### src/rtl/tlb_ptw_pkg.sv
// Shared types and constants for the tlb_ptw page-table walker.
// Optional superpage support is selected by defining TLB_PTW_SUPERPAGE_EN.
package tlb_ptw_pkg;

   typedef enum logic [1:0] {
      S_IDLE = 2'd0,
      S_REQ  = 2'd1,
      S_WAIT = 2'd2,
      S_DONE = 2'd3
   } state_t;

   localparam int PTE_V      = 0;
   localparam int PTE_L      = 1;
   localparam int PTE_BYTES  = 8;
   localparam int PTE_SHIFT  = $clog2(PTE_BYTES);
   localparam int DEF_LEVELS = 4;
   localparam int DEF_IDX    = 9;

endpackage

### src/rtl/tlb_ptw_pte_check.sv
// Combinational PTE decode for one walk step: descend, leaf or fault, plus leaf PPN.
// Superpage leaves above level 0 are accepted only when TLB_PTW_SUPERPAGE_EN is defined.
module tlb_ptw_pte_check
   import tlb_ptw_pkg::*;
#(
   parameter int addr   = 64,
   parameter int page   = 12,
   parameter int levels = DEF_LEVELS,
   parameter int idx    = DEF_IDX
) (
   input  logic [63:0]               i_pte,
   input  logic [$clog2(levels)-1:0] i_lvl,
   input  logic [addr-page-1:0]      i_vpn,
   output logic                      o_next,
   output logic                      o_leaf,
   output logic                      o_fault,
   output logic [addr-page-1:0]      o_ppn
);

   localparam int VW = addr - page;

   logic          w_v;
   logic          w_l;
   logic [VW-1:0] w_ppn;
   logic          w_unused;

   assign w_v   = i_pte[PTE_V];
   assign w_l   = i_pte[PTE_L];
   assign w_ppn = i_pte[addr-1:page];

`ifdef TLB_PTW_SUPERPAGE_EN
   // Bits of the PPN that a level-lvl superpage takes from the VPN instead
   logic [VW-1:0] w_mask;
   assign w_mask   = ~({VW{1'b1}} << (int'(i_lvl) * idx));
   assign w_unused = ^i_pte[page-1:2];
`else
   assign w_unused = ^{i_pte[page-1:2], i_vpn};
`endif

   always_comb begin
      o_next  = 1'b0;
      o_leaf  = 1'b0;
      o_fault = 1'b0;
      o_ppn   = '0;
      if (!w_v) begin
         o_fault = 1'b1;
      end else if (w_l && i_lvl == '0) begin
         o_leaf = 1'b1;
         o_ppn  = w_ppn;
      end else if (w_l) begin
`ifdef TLB_PTW_SUPERPAGE_EN
         if ((w_ppn & w_mask) != '0) begin
            o_fault = 1'b1;
         end else begin
            o_leaf = 1'b1;
            o_ppn  = (w_ppn & ~w_mask) | (i_vpn & w_mask);
         end
`else
         o_fault = 1'b1;
`endif
      end else if (i_lvl == '0) begin
         o_fault = 1'b1;
      end else begin
         o_next = 1'b1;
      end
   end

endmodule

### src/rtl/tlb_ptw.sv
// Single-walk radix page-table walker producing TLB refill entries.
// Define TLB_PTW_SUPERPAGE_EN to accept aligned leaves above level 0.
module tlb_ptw
   import tlb_ptw_pkg::*;
#(
   parameter int addr   = 64,
   parameter int page   = 12,
   parameter int pcid   = 12,
   parameter int levels = DEF_LEVELS,
   parameter int idx    = DEF_IDX
) (
   input  logic                      clk,
   input  logic                      rst,
   input  logic [addr-1:0]           in_ptbr,
   input  logic                      miss_valid,
   output logic                      miss_ready,
   input  logic [addr-1:0]           miss_addr,
   input  logic [pcid-1:0]           miss_pcid,
   output logic                      mem_req_valid,
   input  logic                      mem_req_ready,
   output logic [addr-1:0]           mem_req_addr,
   input  logic                      mem_resp_valid,
   input  logic [63:0]               mem_resp_data,
   output logic                      refill_valid,
   input  logic                      refill_ready,
   output logic [addr-page-1:0]      refill_vpn,
   output logic [pcid-1:0]           refill_pcid,
   output logic [addr-page-1:0]      refill_ppn,
   output logic [$clog2(levels)-1:0] refill_level,
   output logic                      refill_fault
);

   localparam int LW = $clog2(levels);
   localparam int VW = addr - page;

   state_t          r_state;
   logic [LW-1:0]   r_lvl;
   logic [VW-1:0]   r_vpn;
   logic [pcid-1:0] r_pcid;
   logic [addr-1:0] r_req_addr;
   logic            r_miss_ready;
   logic            r_req_valid;
   logic            r_refill_valid;
   logic [VW-1:0]   r_refill_ppn;
   logic [LW-1:0]   r_refill_level;
   logic            r_refill_fault;

   logic [addr-1:0] w_root;
   logic [addr-1:0] w_next_base;
   logic            w_next;
   logic            w_leaf;
   logic            w_fault;
   logic [VW-1:0]   w_ppn;
   logic            w_unused;

   assign w_root      = {in_ptbr[addr-1:page], {page{1'b0}}};
   assign w_next_base = {mem_resp_data[addr-1:page], {page{1'b0}}};
   assign w_unused    = ^{in_ptbr[page-1:0], miss_addr[page-1:0]};

   // Byte address of the PTE indexed by this level's VPN slice, wrapping mod 2^addr
   function automatic logic [addr-1:0] f_pte_addr(input logic [addr-1:0] base,
                                                  input logic [VW-1:0]   vpn,
                                                  input logic [LW-1:0]   lvl);
      logic [VW-1:0]   w_sh;
      logic [addr-1:0] w_off;
      w_sh  = vpn >> (int'(lvl) * idx);
      w_off = '0;
      w_off[idx+PTE_SHIFT-1:PTE_SHIFT] = w_sh[idx-1:0];
      return base + w_off;
   endfunction

   tlb_ptw_pte_check #(
      .addr   (addr),
      .page   (page),
      .levels (levels),
      .idx    (idx)
   ) u_pte_check (
      .i_pte   (mem_resp_data),
      .i_lvl   (r_lvl),
      .i_vpn   (r_vpn),
      .o_next  (w_next),
      .o_leaf  (w_leaf),
      .o_fault (w_fault),
      .o_ppn   (w_ppn)
   );

   always_ff @(posedge clk) begin
      if (rst) begin
         r_state        <= S_IDLE;
         r_lvl          <= '0;
         r_vpn          <= '0;
         r_pcid         <= '0;
         r_req_addr     <= '0;
         r_miss_ready   <= 1'b1;
         r_req_valid    <= 1'b0;
         r_refill_valid <= 1'b0;
         r_refill_ppn   <= '0;
         r_refill_level <= '0;
         r_refill_fault <= 1'b0;
      end else begin
         case (r_state)
            S_IDLE: begin
               if (miss_valid) begin
                  r_vpn        <= miss_addr[addr-1:page];
                  r_pcid       <= miss_pcid;
                  r_lvl        <= LW'(levels - 1);
                  r_req_addr   <= f_pte_addr(w_root, miss_addr[addr-1:page], LW'(levels - 1));
                  r_req_valid  <= 1'b1;
                  r_miss_ready <= 1'b0;
                  r_state      <= S_REQ;
               end
            end
            S_REQ: begin
               if (mem_req_ready) begin
                  r_req_valid <= 1'b0;
                  r_state     <= S_WAIT;
               end
            end
            S_WAIT: begin
               if (mem_resp_valid) begin
                  if (w_next) begin
                     r_lvl       <= r_lvl - LW'(1);
                     r_req_addr  <= f_pte_addr(w_next_base, r_vpn, r_lvl - LW'(1));
                     r_req_valid <= 1'b1;
                     r_state     <= S_REQ;
                  end else begin
                     r_refill_ppn   <= w_leaf ? w_ppn : '0;
                     r_refill_fault <= w_fault;
                     r_refill_level <= r_lvl;
                     r_refill_valid <= 1'b1;
                     r_state        <= S_DONE;
                  end
               end
            end
            S_DONE: begin
               // miss_ready rises only once back in IDLE, so refill_ready never reaches it combinationally
               if (refill_ready) begin
                  r_refill_valid <= 1'b0;
                  r_miss_ready   <= 1'b1;
                  r_state        <= S_IDLE;
               end
            end
            default: r_state <= S_IDLE;
         endcase
      end
   end

   assign miss_ready    = r_miss_ready;
   assign mem_req_valid = r_req_valid;
   assign mem_req_addr  = r_req_addr;
   assign refill_valid  = r_refill_valid;
   assign refill_vpn    = r_vpn;
   assign refill_pcid   = r_pcid;
   assign refill_ppn    = r_refill_ppn;
   assign refill_level  = r_refill_level;
   assign refill_fault  = r_refill_fault;

endmodule

### config.mk
export PLATFORM = sky130hd
export DESIGN_NAME = tlb_ptw
export DESIGN_NICKNAME = d
export VERILOG_FILES = /design/src/rtl/tlb_ptw_pkg.sv /design/src/rtl/tlb_ptw_pte_check.sv /design/src/rtl/tlb_ptw.sv
export SDC_FILE = /design/constraint.sdc
export NUM_CORES = 1
export LEC_CHECK = 0
export ABC_AREA = 1
export CAP_MARGIN = 10
export CELL_PAD_IN_SITES_DETAIL_PLACEMENT = 0
export CELL_PAD_IN_SITES_GLOBAL_PLACEMENT = 1
export CORE_MARGIN = 10
export CORE_UTILIZATION = 30
export CTS_CLUSTER_SIZE = 25
export DETAILED_ROUTE_END_ITERATION = 10
export PLACE_DENSITY = 0.91
export SYNTH_ARGS = -nofsm -noshare
export SYNTH_HDL_FRONTEND = slang
export SYNTH_HIERARCHICAL = 1
export SYNTH_SLANG_ARGS = --single-unit
### constraint.sdc
create_clock -name clk -period 3.4 [get_ports clk]
set_input_delay 0.68 -clock clk [delete_from_list [all_inputs] [get_ports clk]]
set_output_delay 0.68 -clock clk [all_outputs]
set_load 0.01 [all_outputs]
After elaboration in Yosys (flattened, before gate mapping)
Cells that the tools add are included.
Operators by class
  bitwise logic cells: 1
  shift operators: 1
  add/sub/neg operators: 3
  multipliers: 1
  multiplexer cells: 39
  eq/ne operators: 9
  reduce and logical (&&, ||, !) cells: 14
Operator list (count)
  $mux 64: 3
  $mux 52: 3
  $add 64x12->64: 2
  $pmux 64 s2: 1
  $shr 52x6->9: 1
  $mux 1: 19
  $mux 2: 8
  $reduce_and 4->1: 3
  $ne 2x2->1 const B: 5
  $pmux 2 s4: 1
  $mul 2x4->6 const B: 1
  $reduce_and 3->1: 2
  $reduce_bool 2->1: 3
  $reduce_and 5->1: 1
  $eq 2x2->1 const B: 2
  $logic_not 2->1: 2
  $pmux 1 s2: 2
  $pmux 2 s2: 1
  $pmux 1 s3: 1
  $reduce_bool 3->1: 1
  $eq 2x1->1 const B: 1
  $ne 2x1->1 const B: 1
  $reduce_and 2->1: 1
  $sub 2x1->2 const B: 1
  other kinds (2): 2
Storage, ports and cells
  bits of input ports: 210
  register bits after elaboration: 190
  logic and storage cells: 79

Longest topological paths before layout
Gate-level depths: netlist (run 1).
  word-level depth: 8
  gate-level depth with buffers: 12
  gate-level depth less buffers: 11

Cells and area by module
The synthesis (run 1) kept the hierarchy.
Modules (own cells, without submodules)
  tlb_ptw: cells an instance 1114, instances 1, area an instance 7719.9 sq um
  tlb_ptw_pte_check: cells an instance 120, instances 1, area an instance 523.0 sq um

Worst setup path before layout (run 1)
Ideal clock, no wire load.
  kind: input -> register
  start point: input mem_resp_data[1]
  end point: register r_refill_ppn[42], in the netlist refill_ppn[42]
  setup slack: 1.517 ns
  library setup time: 0.070 ns
  data arrival time: 1.813 ns
  cell stages on the path: 8
  cell sequence: ha_1 -> nand2_4 -> buf_6 -> inv_1 -> clkbuf_1 -> clkbuf_1 -> nand3_1 -> a21oi_1
Between the ends
  elaborated cells between the ends (all ways): 11
  those cells by class: 8 x mux; 1 x bitwise; 2 x reduce/logical
RTL lines
  start: declaration: RTL line tlb_ptw.sv:23  | input logic [63:0] mem_resp_data,
  $logic_and 1x1->1: RTL line tlb_ptw_pte_check.sv:47  | end else if (w_l && i_lvl == '0) begin
  $mux 1: RTL line tlb_ptw_pte_check.sv:47
  $mux 1: RTL line tlb_ptw_pte_check.sv:45  | if (!w_v) begin
  named net w_leaf: RTL line tlb_ptw.sv:51  | logic w_leaf;
  $mux 52: RTL line tlb_ptw.sv:127  | r_refill_ppn <= w_leaf ? w_ppn : '0;
  end signal: assignment: RTL line tlb_ptw.sv:127
  end: declaration: RTL line tlb_ptw.sv:44  | logic [VW-1:0] r_refill_ppn;
The timed path passes the listed nets, and every way through them passes these cells.
A chain may end at the register's enable or synchronous reset.

Final worst setup path (run 1)
  start point: register r_lvl[0]
  end point: register r_refill_ppn[7], in the netlist refill_ppn[7]
Between the ends
  longest elaborated chain between the ends: 7
  elaborated cells between the ends (all ways): 13
  those cells by class: 9 x mux; 1 x bitwise; 3 x reduce/logical
RTL lines
  start: declaration: RTL line tlb_ptw.sv:37  | logic [LW-1:0] r_lvl;
  start signal: assignment: RTL line tlb_ptw.sv:106  | r_lvl <= LW'(levels - 1);
  start signal: assignment: RTL line tlb_ptw.sv:122  | r_lvl <= r_lvl - LW'(1);
  $logic_not 2->1 (*): RTL line tlb_ptw_pte_check.sv:47, tlb_ptw_pte_check.sv:61
  $mux 1: RTL line tlb_ptw_pte_check.sv:61  | end else if (i_lvl == '0) begin
  $mux 1: RTL line tlb_ptw_pte_check.sv:50  | end else if (w_l) begin
  $mux 1 (*): RTL line tlb_ptw_pte_check.sv:47
  $mux 1 (*): RTL line tlb_ptw_pte_check.sv:45
  named net w_next: RTL line tlb_ptw.sv:50  | logic w_next;
  $not 1->1 (no line) (*)
  $reduce_and 3->1 (no line) (*)
Mark *: on every way through the listed nets, which the timed path passes. The rest lies on a longest branch.

==> results of run 1 <==
==> layout make-up <==
class                      count  area, sq um  share of cell area, %
clock buffer                  18          439                   3.50
clock inverter                14          154                   1.23
inverter                     132          497                   3.96
multi-input combinational    829         3600                   28.7
sequential                   187         3740                   29.8
tap                          341          427                   3.40
timing repair buffer         369         3700                   29.5
==> state kept, by name, indices dropped and copies added (netlist names) <==
signal	flops
mem_req_addr	61
mem_req_valid	1
miss_ready	1
r_lvl	2
r_state	2
refill_fault	1
refill_level	2
refill_pcid	12
refill_ppn	52
refill_valid	1
refill_vpn	52
==> kinds of logic (layout without fill, tap and decap cells) <==
kind of cell             count (synthesis)  count (layout)  synth area share, %
adder cells (fa/ha/maj)                  2               2                0.304
flip-flops                             187             187                 45.4
other                                    1               3               0.0455
buffers and inverters                  220             533                 11.2
AO/OA/AOI/OAI                          256             256                 15.6
AND/OR/NAND/NOR                        568             568                 27.5
==> layer usage <==
layer	vias up	global-route usage, %	part of all wire, %
met2	276	30.3	48
met5	-	0	0
li1	4449	-	-
met1	3949	20.8	42
met4	0	4.55	1.9
met3	30	6.65	8.6
==> worst min-delay path by stage <==
stage	startpoint	to	slack, ps	cells after the start
2_1_floorplan	mem_req_addr[12]	mem_req_addr[12]	470	2
3_3_place_gp	mem_req_addr[13]	mem_req_addr[13]	430	2
3_5_place_dp	mem_req_addr[63]	mem_req_addr[63]	440	2
4_1_cts	mem_req_addr[63]	mem_req_addr[63]	450	2
5_1_grt	mem_req_addr[50]	mem_req_addr[50]	470	2
6_report	mem_req_addr[34]	mem_req_addr[34]	440	2
==> synthesized netlist by cell type (all sizes together) <==
cell type,number,area share [%]
or2,1,0.076
conb,1,0.045
clkbuf,56,2.6
nor3,2,0.12
a31oi,1,0.076
buf,32,2.6
nand2,296,14
nand3b,1,0.091
ha,2,0.30
inv,132,6.0
o21ai,125,7.6
nand3,66,4.1
dfxtp,187,45
nor2,202,9.5
a21oi,130,7.9
==> power breakdown <==
| part | leakage, nW | internal (mW) | switching [mW] | total (mW) |
|---|---|---|---|---|
| clock network | 0.290 | 1.06 | 0.976 | 2.04 |
| logic | 3.32 | 1.76 | 2.33 | 4.08 |
| registers | 1.54 | 2.79 | 0.358 | 3.15 |
==> metrics by stage <==
stage	cells	utilization [%]	setup WS, ps	power, mW	area (sq um)
global placement	1858	44.3	597	7.28	12000
global route	1890	46.5	755	9.94	12600
detailed placement	1858	44.3	547	7.34	12000
finish	1890	46.5	1010	9.27	12600
CTS	1890	46.5	932	9.42	12600
floorplan	1236	-	1520	5.31	8250
==> worst reg2reg max path, cell delays in order (launching register included) <==
cell and delay (ps):
dfxtp_1 550, nor2_1 150, inv_1 80, ha_1 130
nand2_1 60, inv_1 60, inv_1 60, nand2_1 130
nor2_4 50, inv_2 690, nand2_1 180, a21oi_1 170
==> results by group, run 1 <==
Floorplan
  • Die height: 186 um
  • Initial core utilization: 30.5%
  • Core area: 27,000 sq um
  • Full die area: 34,500 sq um
  • I/O pin count: 396
  • Rows: 60
  • Die extent in x: 186 um

Setup path
  • Arrival @ worst endpoint: 2740 ps
  • Critical path, cell by cell: nor2_1 -> inv_1 -> ha_1 -> nand2_1 -> inv_1 -> inv_1 -> nand2_1 -> nor2_4 -> inv_2 -> nand2_1 -> a21oi_1
  • Critical Path Sink: refill_ppn[7]
  • R2R setup slack: 1010 ps
  • Critical path depth in cells: 11
  • Startpoint class of the critical path: register
  • Critical Path Source: r_lvl[0]
  • CP max FO: 54
  • Top delay family on crit path: buffers and inverters
  • Max stage delay cell, worst path: inv_2
  • CP required: 3750 ps
  • Crit path largest cell delay: 690 ps
  • Worst path buffer plus inverter count: 4
  • Critical path endpoint category: register
  • WS Path Type: register to register
  • Reg-to-Reg End: refill_ppn[7]
  • Cells on worst reg2reg path: 11
  • Reg-to-reg startpoint: r_lvl[0]

STA
  • Count of final setup violators: 0
  • Slew HR: 28.8%
  • Hold Vio Cnt, Final: 0
  • Slew @ Worst Pin: 1070 ps
  • Final Skew: 11.8 ps
  • RSZ-0062 raised after global routing: false
  • Max Freq: 0.418 GHz
  • Final Slew Violations: 0
  • Setup_tns: 0 ps
  • Fin crit share: 70.3%
  • Worst hold slack: 445 ps
  • Min Tclk post-route: 2390 ps

Layout
  • Commonest non-fill, non-tap cell in the layout: clkdlybuf4s50_1
  • Share of cells above drive strength 1: 3.94%
  • Area Growth Syn to Fin: 52.3%
  • Fin nets: 1,748
  • # fillers: 2,730
  • Antenna Cells: 0
  • Most frequent cells in the layout: clkdlybuf4s50_1, nand2_1, nor2_1, dfxtp_1, a21oi_1

Run
  • Number of max-cap violations: 0

Clock network
  • Post-CTS resize count: 0
  • Root Buffer: clkbuf_16
  • Total CTS buffers: 17
  • CTS tree: done
  • Sink Count: 187
  • H-tree levels: 4
  • Hold bufs inserted after CTS: 0
  • Clk buf depth: 2
  • Clock latency on the worst-skew pair: 430 ps
  • Clock-pin slew on the worst setup and hold paths: 70 ps
  • Postcts setup bufs: 0

Outcome
  • Outcome: finished, final reports clean

Detailed routing
  • Drt first pass iters: 4
  • Final ANT Viol Nets: 0
  • DR DRC count: 0
  • Via/cell ratio: 4.61
  • Avg WL per Cell: 16.9 um
  • Initial DRC Count: 562
  • Drt total wl: 31.9 mm
  • Total number of vias: 8,704

Yosys
  • Yosys warns: 6
  • Cell area after synthesis: 8240 sq um
  • Register bit total from synthesis: 187
  • Synth Instances: 1,234
  • Post-synthesis sequential area ratio: 45.4%
  • Synth unique cells: 23
  • Mean Syn Cell Area: 6.68 sq um

Placed design
  • Detailed Place HPWL: 22.8 mm
  • Gpl congestion: 0.817
  • Port bufs: 358

Pwr
  • Peak supply drop: 0.513 mV
  • Leak: 5.15 nW
  • Power per cell area: 738 nW/um^2

Global routing
  • GRT Total Usage: 17.9%
  • Vias in the first global route: 8,293
  • Initial antenna violation count: 0
  • GR Overflow Total: 0
  • Largest net degree at the start of global routing: 128
  • First-pass GRT wire length: 48.1 mm

Min path
  • Hold Crit Class: register to register
(Power assumes the default switching activity.)
==> inputs of run 2 (changes only) <==
CORE_UTILIZATION = 25   (was 30)
PLACE_DENSITY = 0.81   (was 0.91)
clock period = 2 ns   (was 3.4 ns; I/O delays follow)
==> results by group, run 2 (synthesis gave the netlist of run 1 again) <==
Global routing
  • First-pass GRT wire length: 51.3 mm
  • Initial antenna violation count: 4
  • Largest net degree at the start of global routing: 81
  • GRT Total Usage: 16.1%
  • Vias in the first global route: 8,520
  • GR Overflow Total: 0

Clock network
  • Clock-pin slew on the worst setup and hold paths: 70 ps
  • Sink Count: 187
  • Hold bufs inserted after CTS: 0
  • Clk buf depth: 2
  • CTS tree: done
  • H-tree levels: 4
  • Root Buffer: clkbuf_16
  • Total CTS buffers: 17
  • Clock latency on the worst-skew pair: 450 ps

Detailed routing
  • Avg WL per Cell: 16.6 um
  • Final ANT Viol Nets: 0
  • Initial DRC Count: 403
  • Drt first pass iters: 5
  • Via/cell ratio: 4.35
  • Drt total wl: 33.5 mm
  • DR DRC count: 0
  • Total number of vias: 8,810

Placed design
  • Gpl congestion: 0.822
  • Detailed Place HPWL: 24.6 mm
  • Placed cells: 1,987
  • Worst Setup Slack post-DPL: -235 ps
  • Port bufs: 358

Setup path
  • CP max FO: 3
  • Critical path, cell by cell: clkdlybuf4s50_1
  • Max stage delay cell, worst path: clkdlybuf4s50_1
  • Startpoint class of the critical path: register
  • Top delay family on crit path: buffers and inverters
  • WS Path Type: register to output pin
  • Worst path buffer plus inverter count: 1
  • Crit path largest cell delay: 610 ps
  • Arrival @ worst endpoint: 1440 ps
  • CP required: 1600 ps
  • Critical path endpoint category: output pin

Layout
  • Most frequent cells in the layout: clkdlybuf4s50_1, nand2_1, nor2_1, dfxtp_1, a21oi_1
  • # fillers: 3,452
  • Fin nets: 1,779
  • Commonest non-fill, non-tap cell in the layout: clkdlybuf4s50_1
  • Area Growth Syn to Fin: 58.6%
  • FF+latch area: 3740 sq um
  • Finished Layout Cells: 2,024
  • Max reg flops: 61
  • Share of cells above drive strength 1: 5.95%
  • Area occupied by multi-input gates: 3610 sq um

STA
  • Hold Vio Cnt, Final: 0
  • Max Freq: 0.543 GHz
  • RSZ-0062 raised after global routing: false
  • Final setup margin: 158 ps
  • Min Tclk post-route: 1840 ps
  • Fin crit share: 92.1%
  • Count of final setup violators: 0
  • Final Skew: 10.9 ps
  • Final Slew Violations: 0

Floorplan
  • Full die area: 40,600 sq um
  • Die height: 202 um
  • Rows: 66
  • I/O pin count: 396
  • Die extent in x: 202 um
  • Initial core utilization: 25.3%
  • Core area: 32,500 sq um

Run
  • Number of max-cap violations: 0

Pwr
  • Clock share of power: 20.6%
  • Cell Int Power: 9.96 mW
  • Switching power: 6.35 mW
  • Leak: 5.33 nW
  • Combinational Power Share: 46.7%
  • Seq pwr share: 32.7%
  • Peak supply drop: 0.602 mV
  • Power per cell area: 1250 nW/um^2
  • Sw Share: 38.9%

Min path
  • Hold Crit Class: register to register

Outcome
  • Outcome: finished, final reports clean
[run 2: cell count changes in the layout (fill, tap and decap cells not counted), sizes merged]
cell      delta
clkinvlp     +3
clkinv       -4
clkbuf       +3
diode        +3
buf         +30
inv          -2
[run 2: what timing repair did]
| item | CTS | global route |
|---|---|---|
| setup buffers | 0 | 2 |
| hold endpoints to repair | 0 | 0 |
| setup endpoints to repair | 0 | 80 |
| resized for setup | 0 | 6 |
[run 2: path summary, 6_finish.rpt]
check / startpoint / endpoint / slack, ps / cells past startpoint
worst max-delay path: refill_vpn[0] / refill_vpn[0] / 160 / 1
worst max register to register: r_lvl[1] / mem_req_addr[12] / 170 / 12
worst min-delay path: mem_req_addr[28] / mem_req_addr[28] / 440 / 2
worst min register to register: mem_req_addr[28] / mem_req_addr[28] / 440 / 2
[run 2: layout make-up]
class | count | share of cell area (%)
Inverter | 132 | 3.82
Clock buffer | 20 | 3.42
Timing Repair Buffer | 400 | 31.4
Tap cell | 442 | 4.23
Sequential cell | 187 | 28.6
Clock inverter | 11 | 0.881
Antenna cell | 3 | 0.0574
Multi-Input combinational cell | 829 | 27.6
[run 2: power groups by stage]
stage               Sequential (mW)  Combinational, mW  Clock [mW]
finish                         5.33               7.62        3.37
global route                   5.46               8.46        3.66
CTS                            5.34               7.69        3.50
detailed placement             5.41               7.65           0
global placement               5.36               7.61           0
floorplan                      5.79               3.23           0
[run 2: layer usage]
metal / routed length [um] / track usage, %
met5: 11 / 0
met3: 2470 / 6.02
met4: 655 / 5.50
met1: 14600 / 18.9
met2: 15700 / 26.2
[run 2: stage by stage]
stage | TNS, ps | power, mW | hold WS, ps | area, sq um | utilization [%]
floorplan | 0 | 9.03 | 468 | 8250 | -
global placement | -21040 | 13.0 | 431 | 12400 | 38.2
detailed placement | -22250 | 13.1 | 435 | 12400 | 38.2
CTS | 0 | 16.5 | 440 | 13000 | 40.0
global route | 0 | 17.6 | 464 | 13100 | 40.2
finish | 0 | 16.3 | 443 | 13100 | 40.2
